**config.mk**
```make
export PLATFORM = sky130hd
export DESIGN_NAME = axi_chan_buf
export DESIGN_NICKNAME = d
export VERILOG_FILES = /design/src/rtl/axi_chan_buf_pkg.sv /design/src/rtl/axi_chan_buf_ctrl.sv /design/src/rtl/axi_chan_buf.sv
export SDC_FILE = /design/constraint.sdc
export NUM_CORES = 1
export LEC_CHECK = 0
export BUFFER_PORTS_ARGS = -buffer_cell sky130_fd_sc_hd__buf_4
export CORE_ASPECT_RATIO = 0.75
export CORE_UTILIZATION = 54
export DETAILED_ROUTE_END_ITERATION = 6
export HOLD_SLACK_MARGIN = 0.05
export PLACE_DENSITY = 0.76
export SETUP_SLACK_MARGIN = 0.4
export SLEW_MARGIN = 40
export SYNTH_ARGS = -nofsm -noshare
export SYNTH_HDL_FRONTEND = slang
export SYNTH_SLANG_ARGS = --single-unit
```
**constraint.sdc**
```tcl
create_clock -name clock -period 2.59 [get_ports clock]
set_input_delay 0 -clock clock [delete_from_list [all_inputs] [get_ports clock]]
set_output_delay 0 -clock clock [all_outputs]
set_load 0.02 [all_outputs]
```
**src/rtl/axi_chan_buf_pkg.sv**
```systemverilog
// Shared widths, reset constants and packed channel word layouts for axi_chan_buf.
package axi_chan_buf_pkg;

  function automatic int ptr_w(input int depth);
    return $clog2(depth);
  endfunction

  function automatic int cnt_w(input int depth);
    return $clog2(depth) + 1;
  endfunction

  localparam int DEPTH_DEF = 4;
  typedef logic [cnt_w(DEPTH_DEF)-1:0] cnt_t;

  localparam logic RST_ALMOST_FULL  = 1'b0;
  localparam logic RST_OUT_DATA_BIT = 1'b0;

  // AW channel word: 41 payload bits, zero padded up to the default DATA_W.
  localparam int AW_DATA_W = 47;
  typedef struct packed {
    logic [AW_DATA_W-42:0] pad;
    logic [31:0]           addr;
    logic [3:0]            len;
    logic [2:0]            size;
    logic [1:0]            burst;
  } aw_word_t;

endpackage

```
**src/rtl/axi_chan_buf_ctrl.sv**
```systemverilog
// Pointer, occupancy and handshake flag logic for axi_chan_buf.
// AXI_CHAN_BUF_BYPASS_EN lets an empty buffer present in_valid as out_valid.
module axi_chan_buf_ctrl
  import axi_chan_buf_pkg::*;
#(
  parameter int DEPTH    = 4,
  parameter int AFULL_TH = 3,
  parameter int PTR_W    = ptr_w(DEPTH),
  parameter int CNT_W    = cnt_w(DEPTH)
) (
  input  logic             i_clock,
  input  logic             i_reset,
  input  logic             i_flush,
  input  logic             i_in_valid,
  input  logic             i_out_ready,
  output logic             o_in_ready,
  output logic             o_out_valid,
  output logic             o_wr_en,
  output logic [PTR_W-1:0] o_wptr,
  output logic [PTR_W-1:0] o_rptr,
  output logic [CNT_W-1:0] o_count,
  output logic             o_almost_full
);

  logic [PTR_W-1:0] r_wptr, r_rptr;
  logic [CNT_W-1:0] r_count;
  logic             r_afull;
  logic [PTR_W-1:0] w_wptr_nxt, w_rptr_nxt;
  logic [CNT_W-1:0] w_count_nxt;
  logic             w_full, w_empty, w_push, w_pop;

  assign w_full  = (r_count == CNT_W'(DEPTH));
  assign w_empty = (r_count == {CNT_W{1'b0}});

  // in_ready looks only at registered occupancy, never at out_ready.
  assign o_in_ready = !i_reset && !w_full;
`ifdef AXI_CHAN_BUF_BYPASS_EN
  assign o_out_valid = !w_empty || i_in_valid;
`else
  assign o_out_valid = !w_empty;
`endif

  assign w_push = i_in_valid && o_in_ready;
  assign w_pop  = o_out_valid && i_out_ready;

  // Next pointer/occupancy; flush overrides any handshake in the same cycle.
  always_comb begin
    w_wptr_nxt  = r_wptr;
    w_rptr_nxt  = r_rptr;
    w_count_nxt = r_count;
    if (i_flush) begin
      w_wptr_nxt  = {PTR_W{1'b0}};
      w_rptr_nxt  = {PTR_W{1'b0}};
      w_count_nxt = {CNT_W{1'b0}};
    end else begin
      case ({w_push, w_pop})
        2'b10: begin
          w_wptr_nxt  = r_wptr + PTR_W'(1);
          w_count_nxt = r_count + CNT_W'(1);
        end
        2'b01: begin
          w_rptr_nxt  = r_rptr + PTR_W'(1);
          w_count_nxt = r_count - CNT_W'(1);
        end
        2'b11: begin
          w_wptr_nxt = r_wptr + PTR_W'(1);
          w_rptr_nxt = r_rptr + PTR_W'(1);
        end
        default: begin
          w_count_nxt = r_count;
        end
      endcase
    end
  end

  // State registers; reset wins over flush.
  always_ff @(posedge i_clock) begin
    if (i_reset) begin
      r_wptr  <= {PTR_W{1'b0}};
      r_rptr  <= {PTR_W{1'b0}};
      r_count <= {CNT_W{1'b0}};
      r_afull <= RST_ALMOST_FULL;
    end else begin
      r_wptr  <= w_wptr_nxt;
      r_rptr  <= w_rptr_nxt;
      r_count <= w_count_nxt;
      r_afull <= (w_count_nxt >= CNT_W'(AFULL_TH));
    end
  end

  assign o_wr_en       = w_push && !i_flush;
  assign o_wptr        = r_wptr;
  assign o_rptr        = r_rptr;
  assign o_count       = r_count;
  assign o_almost_full = r_afull;

endmodule

```
**src/rtl/axi_chan_buf.sv**
```systemverilog
// AXI channel buffer: valid/ready on both sides, FWFT register array, flush and occupancy.
// Define AXI_CHAN_BUF_BYPASS_EN to pass words straight through while empty.
module axi_chan_buf
  import axi_chan_buf_pkg::*;
#(
  parameter int DATA_W   = 47,
  parameter int DEPTH    = 4,
  parameter int AFULL_TH = 3
) (
  input  logic                       clock,
  input  logic                       reset,
  input  logic                       flush,
  input  logic                       in_valid,
  output logic                       in_ready,
  input  logic [DATA_W-1:0]          in_data,
  output logic                       out_valid,
  input  logic                       out_ready,
  output logic [DATA_W-1:0]          out_data,
  output logic [$clog2(DEPTH):0]     count,
  output logic                       almost_full
);

  localparam int PTR_W = ptr_w(DEPTH);
  localparam int CNT_W = cnt_w(DEPTH);

  logic [DATA_W-1:0] r_mem [DEPTH];
  logic              w_wr_en;
  logic [PTR_W-1:0]  w_wptr, w_rptr;
  logic [CNT_W-1:0]  w_count;
  logic              w_empty;

  axi_chan_buf_ctrl #(
    .DEPTH    (DEPTH),
    .AFULL_TH (AFULL_TH),
    .PTR_W    (PTR_W),
    .CNT_W    (CNT_W)
  ) u_ctrl (
    .i_clock       (clock),
    .i_reset       (reset),
    .i_flush       (flush),
    .i_in_valid    (in_valid),
    .i_out_ready   (out_ready),
    .o_in_ready    (in_ready),
    .o_out_valid   (out_valid),
    .o_wr_en       (w_wr_en),
    .o_wptr        (w_wptr),
    .o_rptr        (w_rptr),
    .o_count       (w_count),
    .o_almost_full (almost_full)
  );

  // Storage is deliberately not reset; an empty buffer masks its output instead.
  always_ff @(posedge clock) begin
    if (w_wr_en) begin
      r_mem[w_wptr] <= in_data;
    end
  end

  assign w_empty = (w_count == {CNT_W{1'b0}});
  assign count   = w_count;

`ifdef AXI_CHAN_BUF_BYPASS_EN
  assign out_data = !w_empty ? r_mem[w_rptr] :
                    (in_valid ? in_data : {DATA_W{RST_OUT_DATA_BIT}});
`else
  assign out_data = !w_empty ? r_mem[w_rptr] : {DATA_W{RST_OUT_DATA_BIT}};
`endif

endmodule

```
==> results list, run 1 <==
- Drt drc: 0
- Number of cells traversed by the worst hold path: 3
- Via density per instance: 5.44
- The worst path needs 2150 ps of the cycle, external delays included.
* Hold WC Path Type: input port to primary output
- Clock Skew: 8.56 ps
- Once the floorplan was initialized, standard cells occupied 55.6% of the core.
* Chip width: 139 µm
* CORE AREA: 13700 µm²
- H-tree depth reported by CTS: 4
- For the worst flop-to-flop path, the logic depth is 9.
- Startpoint of the most critical hold path: reset
- The run finished with clean final reports.
- Slowest stage cell on the critical path: sky130_fd_sc_hd__or3_4
- Final Max Slew Viols: 0
* Post-synth cell types: 22
- Via count: 3969
* Worst-case headroom to the max-slew limit: 63.3%
- Ports: 105
* Type of element launching the critical path: flop
* Met1 WL: 6.30 mm
* Launching point of the worst reg2reg path: u_ctrl.o_count[2]
* First-pass GRT wire length: 22.8 mm
- Detailed placement ended at an HPWL of 8.49 mm.
- The routed design has 14.7 mm of wire.
- In the detailed route, the total length drawn on met2 is 7.32 mm.
- Input and output buffers added on the ports amount to 104.
* Final weighted congestion of routability-driven global placement: 0.785
* Post-synthesis instance area: 7650 µm²
* Syn Nets: 421
- Final cycle utilization of the critical path: 83.0%
- Number of clock buffers inserted by TritonCTS: 17
- The clock passes through at most 2 buffers.
* Power density over the cells: 651 nW/µm²
- Via count of the first global-routing pass: 4197
* First-pass iteration count of the detailed router: 4
- Root Driver: sky130_fd_sc_hd__clkbuf_16
- Max layer used: met4
* Die ar.: 14700 µm²
- Sequential cells were found to cover 76.4% of the synthesized design area.
- Critical path capture point type: flop
- Average wire length per cell after detail routing: 20.2 µm
- RR Endpoint: u_ctrl.o_almost_full
* Share of cells above drive strength 1: 40.1%
- Across the VDD grid, the largest voltage drop is 437 µV.
* Die boundary height: 105 µm
- Setup repair after global routing missed its margin: yes
- The initial antenna violation count came to 1.
- Class of the most critical setup path: flop to flop
- At the pin with the least slew margin, the transition time is 547 ps.
- For flop-to-flop paths, the worst setup slack is 440 ps.
- Overflow after GRT: 0
* Standby leakage power: 3.49 nW
- For this run, the top clock speed supported by timing is 465 MHz.
* Post-synth EDFFs: 188
- The hold violation total from the final report came to 0.
* Arr. time, crit path: 2460 ps
* Critical path cell sequence: or3_4 -> and2_4 -> ha_4 -> xor2_2 -> ha_2 -> a21oi_2 -> mux2i_1 -> xor2_1 -> a31oi_1
* Fin util: 72.1%
- Yosys warns: 0
- For hold timing, the worst endpoint is in_ready.
- The tool flagged a number of max-cap violations equal to 0.
- Critical path peak fanout: 2
- Nets: 602
- Accumulated negative setup slack: 0 ps
* Total track usage: 21.6%
* Total clock sinks: 198
- The most used flip-flop cell after synthesis is sky130_fd_sc_hd__edfxtp_1.
- TritonCTS built the clock tree.
* Area growth syn-to-layout: 29.6%
- The average instance in the mapped netlist occupies 21.3 µm².
* Final antenna-violating net count: 0
* Clock transition time at the flip-flop clock pins of the worst setup and hold paths: 70 ps
- The initialized floorplan defines 37 standard-cell rows.
- For the worst setup path, the data required time is 2900 ps.
- Post-Synthesis Cells: 360
- After the first detailed-routing iteration, the DRC count stood at 256.
- Length of routed met3 wiring: 885 µm
- Fill cell instance count of the final layout: 786
- In this run, synthesis produced a sequential element count of 198.
* Maximum number of pins on one net before global-route repair: 50
- Fraction of registers with async set or reset after synthesis: 0%
- The largest single stage delay on the critical path is 380 ps.
* Count of final setup violators: 0
- Insertion delay of the later-clocked pin in the worst-skew pair: 430 ps
[worst max path at each step]
stage,endpoint,from,slack [ps]
final,u_ctrl.o_almost_full,u_ctrl.o_count[2],440
after floorplan,u_ctrl.o_almost_full,u_ctrl.o_count[2],370
after global routing,u_ctrl.o_almost_full,u_ctrl.o_count[2],350
after CTS,out_data[9],flop,400
after global placement,u_ctrl.o_almost_full,u_ctrl.o_count[2],380
after detailed placement,u_ctrl.o_almost_full,u_ctrl.o_count[1],300
[layout make-up]
class	instances	area (µm²)	area share [%]
antenna	1	2.50	0.0252
clock buffer	17	425	4.29
clock inverter	15	145	1.46
inverter	5	18.8	0.189
multi-input combinational	141	1730	17.4
sequential	198	5860	59.1
tap	175	219	2.21
timing repair buffer	178	1510	15.3
[what timing repair did]
action,in CTS,in global routing
setup endpoints to repair,21,32
buffers inserted,4,6
resized for setup,5,4
pin swaps,2,4
hold endpoints to repair,198,0
hold buffers,51,0
[state kept, by name, summed over array words and instances, names as in the netlist, named ones only]
signal / count
u_ctrl.o_rptr: 2
u_ctrl.o_almost_full: 1
u_ctrl.o_count: 3
u_ctrl.o_wptr: 2
r_mem: 188
[critical path, delay by kind of cell (launching register included)]
kind,cells,cell delay [ps]
adder cells (fa/ha/maj),2,340
multiplexers,1,240
flip-flops,1,340
AO/OA/AOI/OAI,2,210
XOR/XNOR,2,360
AND/OR/NAND/NOR,2,540
[routing by layer]
| layer | vias to the layer above | GRT usage [%] |
|---|---|---|
| met5 | - | 0 |
| met4 | 0 | 8.10 |
| met3 | 20 | 6.55 |
| met2 | 122 | 34.4 |
| met1 | 2032 | 28.2 |
| li1 | 1795 | - |
[metrics by stage]
stage	cells	hold WS, ps	area (µm²)	setup WS (ps)	power (mW)
2_1_floorplan	360	45.1	7670	374	3.75
3_3_place_gp	636	199	8720	382	3.91
3_5_place_dp	636	204	8720	299	3.92
4_1_cts	723	263	9850	400	6.48
5_1_grt	730	273	9920	348	6.65
6_report	730	269	9920	441	6.46
[where the power goes]
group / switching (mW) / internal [mW]
registers: 0.0106 / 3.53
clock network: 1.19 / 1.35
logic: 0.181 / 0.202
[kinds of logic (layout without fill, tap and decap cells)]
| family | Yosys count | in the layout | share of synthesized area, % |
|---|---|---|---|
| muxes | 49 | 49 | 14.1 |
| and+or+nand+nor | 71 | 71 | 5.38 |
| other | 0 | 1 | 0 |
| DFF | 198 | 198 | 76.4 |
| xor gates and xnor gates | 6 | 6 | 0.687 |
| buffers and inverters | 21 | 215 | 1.52 |
| AOI/OAI and AO/OA | 6 | 6 | 0.442 |
| adders and majority gates | 9 | 9 | 1.47 |
[layout by cell type, fill, tap and decap left out, types with 2 or more instances in the layout]
cell type / n
sky130_fd_sc_hd__inv_1: 5
sky130_fd_sc_hd__clkinvlp_4: 2
sky130_fd_sc_hd__clkbuf_16: 17
sky130_fd_sc_hd__nand3_1: 2
sky130_fd_sc_hd__dfxtp_1: 5
sky130_fd_sc_hd__clkinv_1: 2
sky130_fd_sc_hd__buf_4: 123
sky130_fd_sc_hd__and2_2: 4
sky130_fd_sc_hd__nand2_1: 2
sky130_fd_sc_hd__edfxtp_1: 188
sky130_fd_sc_hd__and2_1: 47
sky130_fd_sc_hd__a21oi_2: 2
sky130_fd_sc_hd__inv_8: 2
sky130_fd_sc_hd__dlygate4sd3_1: 51
sky130_fd_sc_hd__clkinv_4: 5
sky130_fd_sc_hd__nor2_1: 11
sky130_fd_sc_hd__inv_6: 3
sky130_fd_sc_hd__mux2i_1: 2
sky130_fd_sc_hd__buf_12: 2
sky130_fd_sc_hd__xnor2_1: 2
sky130_fd_sc_hd__mux4_2: 47
sky130_fd_sc_hd__dfxtp_4: 5
sky130_fd_sc_hd__ha_1: 7
sky130_fd_sc_hd__xor2_1: 3
[synth_stat cells (2+ instances only)]
master                       n  share of area [%]
sky130_fd_sc_hd__mux4_2     47                 14
sky130_fd_sc_hd__nand3_1     2               0.13
sky130_fd_sc_hd__and2_1     52                4.3
sky130_fd_sc_hd__dfxtp_1    10                2.6
sky130_fd_sc_hd__a21oi_1     3               0.20
sky130_fd_sc_hd__buf_2       6               0.39
sky130_fd_sc_hd__xor2_1      4               0.46
sky130_fd_sc_hd__ha_1        9                1.5
sky130_fd_sc_hd__xnor2_1     2               0.23
sky130_fd_sc_hd__inv_1       5               0.25
sky130_fd_sc_hd__nand2_1     3               0.15
sky130_fd_sc_hd__mux2i_1     2               0.26
sky130_fd_sc_hd__clkbuf_1    6               0.29
sky130_fd_sc_hd__edfxtp_1  188                 74
sky130_fd_sc_hd__buf_6       4               0.59
sky130_fd_sc_hd__nor2_1     11               0.54
No activity file was read; power rests on OpenSTA's default activity.
==> run 2: changes to the inputs <==
--- a/config.mk
+++ b/config.mk
@@ -7,10 +7,10 @@
 export LEC_CHECK = 0
 export BUFFER_PORTS_ARGS = -buffer_cell sky130_fd_sc_hd__buf_4
 export CORE_ASPECT_RATIO = 0.75
-export CORE_UTILIZATION = 54
+export CORE_UTILIZATION = 51
 export DETAILED_ROUTE_END_ITERATION = 6
 export HOLD_SLACK_MARGIN = 0.05
-export PLACE_DENSITY = 0.76
+export PLACE_DENSITY = 0.75
 export SETUP_SLACK_MARGIN = 0.4
 export SLEW_MARGIN = 40
 export SYNTH_ARGS = -nofsm -noshare
==> constraint.sdc (replaced) <==
create_clock -name clock -period 1.9 [get_ports clock]
set_input_delay 0 -clock clock [delete_from_list [all_inputs] [get_ports clock]]
set_output_delay 0 -clock clock [all_outputs]
set_load 0.02 [all_outputs]
==> run 2 against run 1 <==
Net effect:
- the run now ends with negative setup slack left
- flip-flop and latch count unchanged
- hold slack better by 35 ps
- utilization up 6.7 points
- clock power up 43%
- first-iteration DRC count up 28%
- register-to-register slack worse by 750 ps
- setup slack worse by 750 ps
- combinational power up 78%
- via count up 10%
- clock skew up 1.3 ps
- critical path depth unchanged
==> results list, run 2 (synthesized netlist as in run 1, its figures left out) <==
* Status: finished, violations left (was complete, no violations)
- The checks that failed: negative setup slack.
- Fin crit period: 2210 ps (was 2150 ps)
- Power density over the cells: 796 nW/µm² (was 651 nW/µm²)
- Maximum single-stage delay on the critical path: 380 ps (about the same)
- Die boundary height: 108 µm (was 105 µm)
- The hold violation total from the final report is 0 (unchanged).
* Critical path peak fanout: 2 (unchanged)
* Commonest cells after routing, fill and taps aside: 188 x sky130_fd_sc_hd__edfxtp_1, 74 x sky130_fd_sc_hd__buf_4, 68 x sky130_fd_sc_hd__buf_6 (was 188 x sky130_fd_sc_hd__edfxtp_1, 123 x sky130_fd_sc_hd__buf_4, 51 x sky130_fd_sc_hd__dlygate4sd3_1)
* Final cycle utilization of the critical path: 117% (was 83.0%)
- The floorplan die area was 15500 µm² (was 14700 µm²).
* Nets: 661 (was 602)
* Final antenna-violating net count: 0 (unchanged)
- Startpoint of the most critical hold path: in_data[13] (was reset)
* Via count of the first global-routing pass: 4482 (was 4197)
* CTS tree: built (unchanged)
- Fill cell instance count of the final layout: 756 (was 786)
- The final setup violation count came to 28 (was 0).
* Starting DRC count in detailed routing: 328 (was 256)
* Area taken by multi-input logic gates: 1890 µm² (was 1730 µm²)
* Reg with most FFs: r_mem (unchanged)
- Clock tree buffer depth: 2 (unchanged)
* Gate family responsible for the most delay along the worst path: simple AND/OR/NAND/NOR gates (unchanged)
- Initial antenna violation count: 1 (unchanged)
- The element type at the critical path end is a flop (unchanged).
- Max reg flops: 188 (unchanged)
- The arrival time of the worst setup path came to 2520 ps (was 2460 ps).
- The slowest cell on the critical path is sky130_fd_sc_hd__or3_4 (unchanged).
* Overflow after GRT: 0 (unchanged)
- Worst-case headroom to the max-slew limit: 59.4% (was 63.3%)
- Slew of the pin with the lowest slew margin: 610 ps (was 547 ps)
* Number of max-capacitance violations reported: 0 (unchanged)
- PnR worst setup slack: -314 ps (was 441 ps)
* First-pass GRT wire length: 25.9 mm (was 22.8 mm)
* Storage element area: 5860 µm² (about the same)
- The worst hold endpoint is r_mem[3][13] (was in_ready).
* H-tree depth reported by CTS: 4 (unchanged)
- The layout overhead on the synthesized area is 49.9% (was 29.6%).
* Via count: 4375 (was 3969)
- The clock transition at the registers of the reported paths is 70 ps (about the same).
- Class of the most critical setup path: flop to flop (unchanged)
- Count of buffering cells on the critical path with inverters included: 0 (unchanged)
- The worst IR drop on VDD is 790 µV (was 437 µV).
* Total track usage: 24.1% (was 21.6%)
- The worst setup slack for register-to-register paths was -310 ps (was 440 ps).
- Fin util: 78.8% (was 72.1%)
- The instance count along the most critical hold path came to 2 (was 3).
* Via density per instance: 5.39 (was 5.44)
* Clock Skew: 9.87 ps (was 8.56 ps)
* Hold WC Path Type: input port to flop (was input port to primary output)
- Average wire length per cell after detail routing: 22.4 µm (was 20.2 µm)
- Overall power after layout: 9.13 mW (was 6.46 mW)
- Root Driver: sky130_fd_sc_hd__clkbuf_16 (unchanged)
- The startpoint of the lowest-slack register-to-register path is u_ctrl.o_count[0] (was u_ctrl.o_count[2]).
- First-pass iteration count of the detailed router: 5 (was 4)
- Total clock sinks: 198 (unchanged)
- Setup repair after global routing missed its margin: yes (unchanged)
* Final Max Slew Viols: 0 (unchanged)
- In this design, the critical path's most frequently occurring cell is sky130_fd_sc_hd__xor2_1.
* CORE AREA: 14500 µm² (was 13700 µm²)
- Insertion delay of the later-clocked pin in the worst-skew pair: 440 ps (was 430 ps)
- The DRC violation count after routing was 0 (unchanged).
- Critical path cell sequence: or3_4 -> and2_4 -> ha_4 -> xor2_1 -> ha_2 -> a21oi_2 -> mux2i_1 -> xor2_1 -> a31oi_1 (was or3_4 -> and2_4 -> ha_4 -> xor2_2 -> ha_2 -> a21oi_2 -> mux2i_1 -> xor2_1 -> a31oi_1)
- The starting utilization of the core area came to 52.6% (was 55.6%).
- Ports: 105 (unchanged)
- The static leakage came to 4.11 nW (was 3.49 nW).
- Count of cells along the worst register-to-register path: 9 (unchanged)
* # rows: 38 (was 37)
- Hpwl dp: 8.82 mm (was 8.49 mm)
* Type of element launching the critical path: flop (unchanged)
- RR Endpoint: u_ctrl.o_almost_full (unchanged)
* Most common library cell in the layout ignoring fill and taps: sky130_fd_sc_hd__edfxtp_1 (unchanged)
- Maximum number of pins on one net before global-route repair: 50 (unchanged)
- Number of clock buffers inserted by TritonCTS: 17 (unchanged)
- Detailed-route wire length: 18.2 mm (was 14.7 mm)
- The count of buffers from port buffering was 104 (unchanged).
- The top achievable clock speed was 452 MHz (was 465 MHz).
- The placer's final routability congestion estimate was 0.781 (was 0.785).
- Share of cells above drive strength 1: 53.7% (was 40.1%)
- The required time at the worst-slack endpoint is 2210 ps (was 2900 ps).
- The width of the die is 143 µm (was 139 µm).
run 2: per-layer routing:
metal  routed length (µm)  GRT usage, %  up-vias
li1                     -             -     1922
met1                 7920          32.8     2271
met2                 8940          38.8      162
met3                 1140          6.55       20
met4                  193          6.53        0
met5                    0             0        -
run 2: timing repair:
item	in CTS	in global routing
hold buffers	49	0
endpoints found under the setup margin	245	247
resized for setup	125	21
pin swaps	8	5
endpoints found under the hold margin	198	0
buffers inserted	33	3
gates cloned	16	3
run 2: worst max path at each step:
stage	cells after the start	slack (ps)	endpoint	from
2_1_floorplan	9	-220	u_ctrl.o_almost_full	u_ctrl.o_count[0]
3_3_place_gp	9	-190	u_ctrl.o_almost_full	u_ctrl.o_count[0]
3_5_place_dp	9	-240	u_ctrl.o_almost_full	u_ctrl.o_count[0]
4_1_cts	9	-250	u_ctrl.o_almost_full	u_ctrl.o_count[0]
5_1_grt	9	-370	u_ctrl.o_almost_full	u_ctrl.o_count[0]
6_report	9	-310	u_ctrl.o_almost_full	u_ctrl.o_count[0]
run 2: report_power, final:
part	switching (mW)	internal [mW]
Clock	1.57	2.05
Combinational	0.295	0.388
Sequential	0.0137	4.81
run 2: cell type report:
type,instances,area share [%]
Inverter,5,0.164
Tap cell,200,2.18
Clock buffer,17,3.71
Timing Repair Buffer,237,24.9
Multi-Input combinational cell,141,16.5
Clock inverter,13,1.36
Sequential cell,198,51.1
Antenna cell,1,0.0218
run 2: worst register-to-register path: stages, from the launching register on:
cell	delay (ps)
sky130_fd_sc_hd__dfxtp_4	340
sky130_fd_sc_hd__or3_4	380
sky130_fd_sc_hd__and2_4	160
sky130_fd_sc_hd__ha_4	160
sky130_fd_sc_hd__xor2_1	160
sky130_fd_sc_hd__ha_2	170
sky130_fd_sc_hd__a21oi_2	130
sky130_fd_sc_hd__mux2i_1	250
sky130_fd_sc_hd__xor2_1	240
sky130_fd_sc_hd__a31oi_1	100
run 2: stage by stage:
step / hold WS (ps) / cells / TNS (ps) / worst slack [ps] / instance area [µm²]
CTS: 290 / 805 / -1530 / -255 / 11300
global route: 301 / 812 / -4250 / -369 / 11500
global placement: 197 / 677 / -329 / -186 / 9040
detailed placement: 202 / 677 / -451 / -242 / 9040
finish: 304 / 812 / -1720 / -314 / 11500
floorplan: 48.2 / 360 / -412 / -224 / 7710
==> run 3: changes to the inputs <==
--- a/config.mk
+++ b/config.mk
@@ -9,6 +9,7 @@
 export CORE_ASPECT_RATIO = 0.75
 export CORE_UTILIZATION = 51
 export DETAILED_ROUTE_END_ITERATION = 6
+export GPL_TIMING_DRIVEN = 0
 export HOLD_SLACK_MARGIN = 0.05
 export PLACE_DENSITY = 0.75
 export SETUP_SLACK_MARGIN = 0.4
==> run 3 against run 2 <==
Net effect:
- critical path depth stayed put
- combinational power is 10% higher
- cell count is 0.86% higher
- maximum frequency is 4.5% higher
- largest cell class unchanged
- the run still ends with negative setup slack left
- flip-flop and latch count stayed put
- highest routed layer unchanged
- critical endpoint unchanged
- register-to-register slack better by 90 ps
- clock skew hardly changed
- hold slack worse by 230 ps
- critical path type unchanged
==> results list, run 3 (synthesized netlist as in run 1, its figures left out) <==
- Status: finished, violations left (unchanged)
- Failing checks: negative setup slack (unchanged)
* WHS Endpoint: u_ctrl.o_count[2] (was r_mem[3][13])
- R2R setup slack: -220 ps (was -310 ps)
* Die ar.: 15500 µm² (unchanged)
- The number of H-tree levels was 4 (unchanged).
- The global-route usage over all layers came to 25.8% (was 24.1%).
* Class of the most critical setup path: flop to flop (unchanged)
- Number of max-capacitance violations reported: 0 (unchanged)
- The final net count is 668 (was 661).
- Initial antenna violation count: 0 (was 1)
- Slowest stage cell on the critical path: sky130_fd_sc_hd__or3_4 (unchanged)
- The initial DRC count came to 376 (was 328).
* Final Max Slew Viols: 0 (unchanged)
* Count of final setup violators: 30 (was 28)
- Detailed-route wire length: 19.3 mm (was 18.2 mm)
- The placed wire-length estimate after detailed placement was 8.04 mm (was 8.82 mm).
- The total power of the final layout came to 9.08 mW (was 9.13 mW).
- The path class of the lowest-slack min-delay path is input port to flop (unchanged).
* # port buffers: 104 (unchanged)
- The worst relative slew slack came to 67.6% (was 59.4%).
- The critical path launch point type is a flop (unchanged).
- The depth of the worst register-to-register path is 9 (unchanged).
- Ports: 105 (unchanged)
- # rows: 38 (unchanged)
- Root Driver: sky130_fd_sc_hd__clkbuf_16 (unchanged)
* Diodes inserted: 0 (was 1)
- The number of nets with antenna violations after routing was 0 (unchanged).
- The via count of the first global-routing pass came to 4592 (was 4482).
* Insertion delay of the later-clocked pin in the worst-skew pair: 430 ps (was 440 ps)
* First-pass GRT wire length: 27.2 mm (was 25.9 mm)
- The hold violation total from the final report came to 0 (unchanged).
- The startpoint of the lowest-slack register-to-register path was u_ctrl.o_count[2] (was u_ctrl.o_count[0]).
* Via count: 4524 (was 4375)
- Critical path capture point type: flop (unchanged)
- Standby leakage power: 3.97 nW (was 4.11 nW)
- The first-pass detailed-route iteration total came to 4 (was 5).
- Fill cell instance count of the final layout: 839 (was 756)
- Number of clock buffers inserted by TritonCTS: 17 (unchanged)
- The flip-flop count of the largest register after layout was 188 (unchanged).
* Number of cells traversed by the worst hold path: 4 (was 2)
- The largest net degree at the start of global routing is 19 (was 50).
* Met1 WL: 8.15 mm (was 7.92 mm)
- Max IR drop VDD: 629 µV (was 790 µV)
* Timing-limited maximum frequency: 472 MHz (was 452 MHz)
* Fin crit period: 2120 ps (was 2210 ps)
* CTS tree: built (unchanged)
- Max layer used: met4 (unchanged)
- The average vias per placed instance is 5.52 (was 5.39).
- Arr. time, crit path: 2440 ps (was 2520 ps)
- The slew at the pin with the worst max-slew slack was 486 ps (was 610 ps).
- Critical path peak fanout: 2 (unchanged)
* Gate family responsible for the most delay along the worst path: simple AND/OR/NAND/NOR gates (unchanged)
* Starting density of the core: 52.6% (unchanged)
* Maximum single-stage delay on the critical path: 380 ps (about the same)
- Worst endpoint required time: 2220 ps (was 2210 ps)
- Critical path cell sequence: or3_4 -> and2_4 -> ha_4 -> xor2_1 -> ha_2 -> a21oi_2 -> mux2i_1 -> xor2_1 -> a31oi_1 (unchanged).
- Wire length on met2: 9.31 mm (was 8.94 mm)
- CORE AREA: 14500 µm² (unchanged)
* Startpoint of the most critical hold path: flush (was in_data[13])
- The final worst slack was -219 ps (was -314 ps).
- Power density over the cells: 819 nW/µm² (was 796 nW/µm²)
- The layout overhead on the synthesized area was 44.8% (was 49.9%).
- Drt drc: 0 (unchanged)
- The width of the die came to 143 µm (unchanged).
- Fin util: 76.2% (was 78.8%)
- Share of cells above drive strength 1: 53.5% (was 53.7%)
- The most common cell after layout, fill and taps aside was sky130_fd_sc_hd__edfxtp_1 (unchanged).
* Reg with most FFs: r_mem (unchanged)
* Overflow after GRT: 0 (unchanged)
* Clock transition time at the flip-flop clock pins of the worst setup and hold paths: 70 ps (about the same)
- Setup repair after global routing missed its margin: yes (unchanged).
- The placer's final routability congestion estimate came to 0.712 (was 0.781).
- Pre-CTS setup slack: -323 ps (was -242 ps)
* RR Endpoint: u_ctrl.o_almost_full (unchanged)
- The met3 wire length is 1.46 mm (was 1.14 mm).
- Average wire length per cell after detail routing: 23.5 µm (was 22.4 µm)
- The number of buffer and inverter instances along the worst setup path is 0 (unchanged).
- The fraction of the cycle the final worst path needs came to 112% (was 117%).
- The die height came to 108 µm (unchanged).
- Clock tree buffer depth: 2 (unchanged)
* Total clock sinks: 198 (unchanged)
- Clock Skew: 9.68 ps (was 9.87 ps)
- Commonest cells after routing, fill and taps aside: 188 x sky130_fd_sc_hd__edfxtp_1, 88 x sky130_fd_sc_hd__buf_4, 62 x sky130_fd_sc_hd__and2_4 (was 188 x sky130_fd_sc_hd__edfxtp_1, 74 x sky130_fd_sc_hd__buf_4, 68 x sky130_fd_sc_hd__buf_6).
- The most common cell type on the critical path is sky130_fd_sc_hd__xor2_1 (unchanged).
## run 3: repair_timing
item | CTS | global route
pin swaps | 25 | 20
gates resized for setup | 147 | 31
setup endpoints to repair | 244 | 229
gates cloned | 30 | 4
setup buffers | 27 | 15
endpoints found under the hold margin | 190 | 0
hold buffers | 48 | 0
## run 3: layout make-up
cell class,instances,area [µm²],area share (%)
clock inverters,13,138,1.24
multi-input cells,169,2140,19.3
flip-flops and latches,198,5860,52.9
repair buffers,200,1990,18.0
well taps,200,250,2.26
plain buffers,16,254,2.29
inverters,5,18.8,0.169
clock buffers,18,429,3.87
## run 3: report_power, final
group          leakage (nW)  total, mW  internal (mW)  switching [mW]
Sequential             1.78       4.82           4.81          0.0142
Clock                 0.266       3.50           1.85            1.65
Combinational          1.92      0.750          0.426           0.325
Total                  3.97       9.08           7.08            1.99
## run 3: metrics by stage
step	setup TNS [ps]	hold WS [ps]	std cells	instance area, µm²
after floorplan	-412	48.2	360	7710
after global placement	-28290	199	664	8740
after detailed placement	-31730	203	664	8740
after CTS	-2720	58.2	800	10800
after global routing	-5070	85.9	819	11100
final	-2470	71.4	819	11100
## run 3: tightest hold or removal path: stages
cell and delay (ps):
sky130_fd_sc_hd__buf_4 70, sky130_fd_sc_hd__or2_2 80, sky130_fd_sc_hd__buf_2 240, sky130_fd_sc_hd__nor2_1 60
## run 3: per-layer routing
layer	vias up	track usage, %
met4	0	9.27
met5	-	0
li1	1961	-
met1	2328	36.3
met3	25	5.80
met2	210	40.2
## run 3: worst max path at each step
stage	from	end	slack (ps)	cells past startpoint
CTS	u_ctrl.o_count[2]	u_ctrl.o_almost_full	-230	9
floorplan	u_ctrl.o_count[0]	u_ctrl.o_almost_full	-220	9
global placement	u_ctrl.o_count[0]	u_ctrl.o_almost_full	-320	9
detailed placement	u_ctrl.o_count[0]	u_ctrl.o_almost_full	-320	9
global route	u_ctrl.o_count[2]	u_ctrl.o_almost_full	-320	9
finish	u_ctrl.o_count[2]	u_ctrl.o_almost_full	-220	9
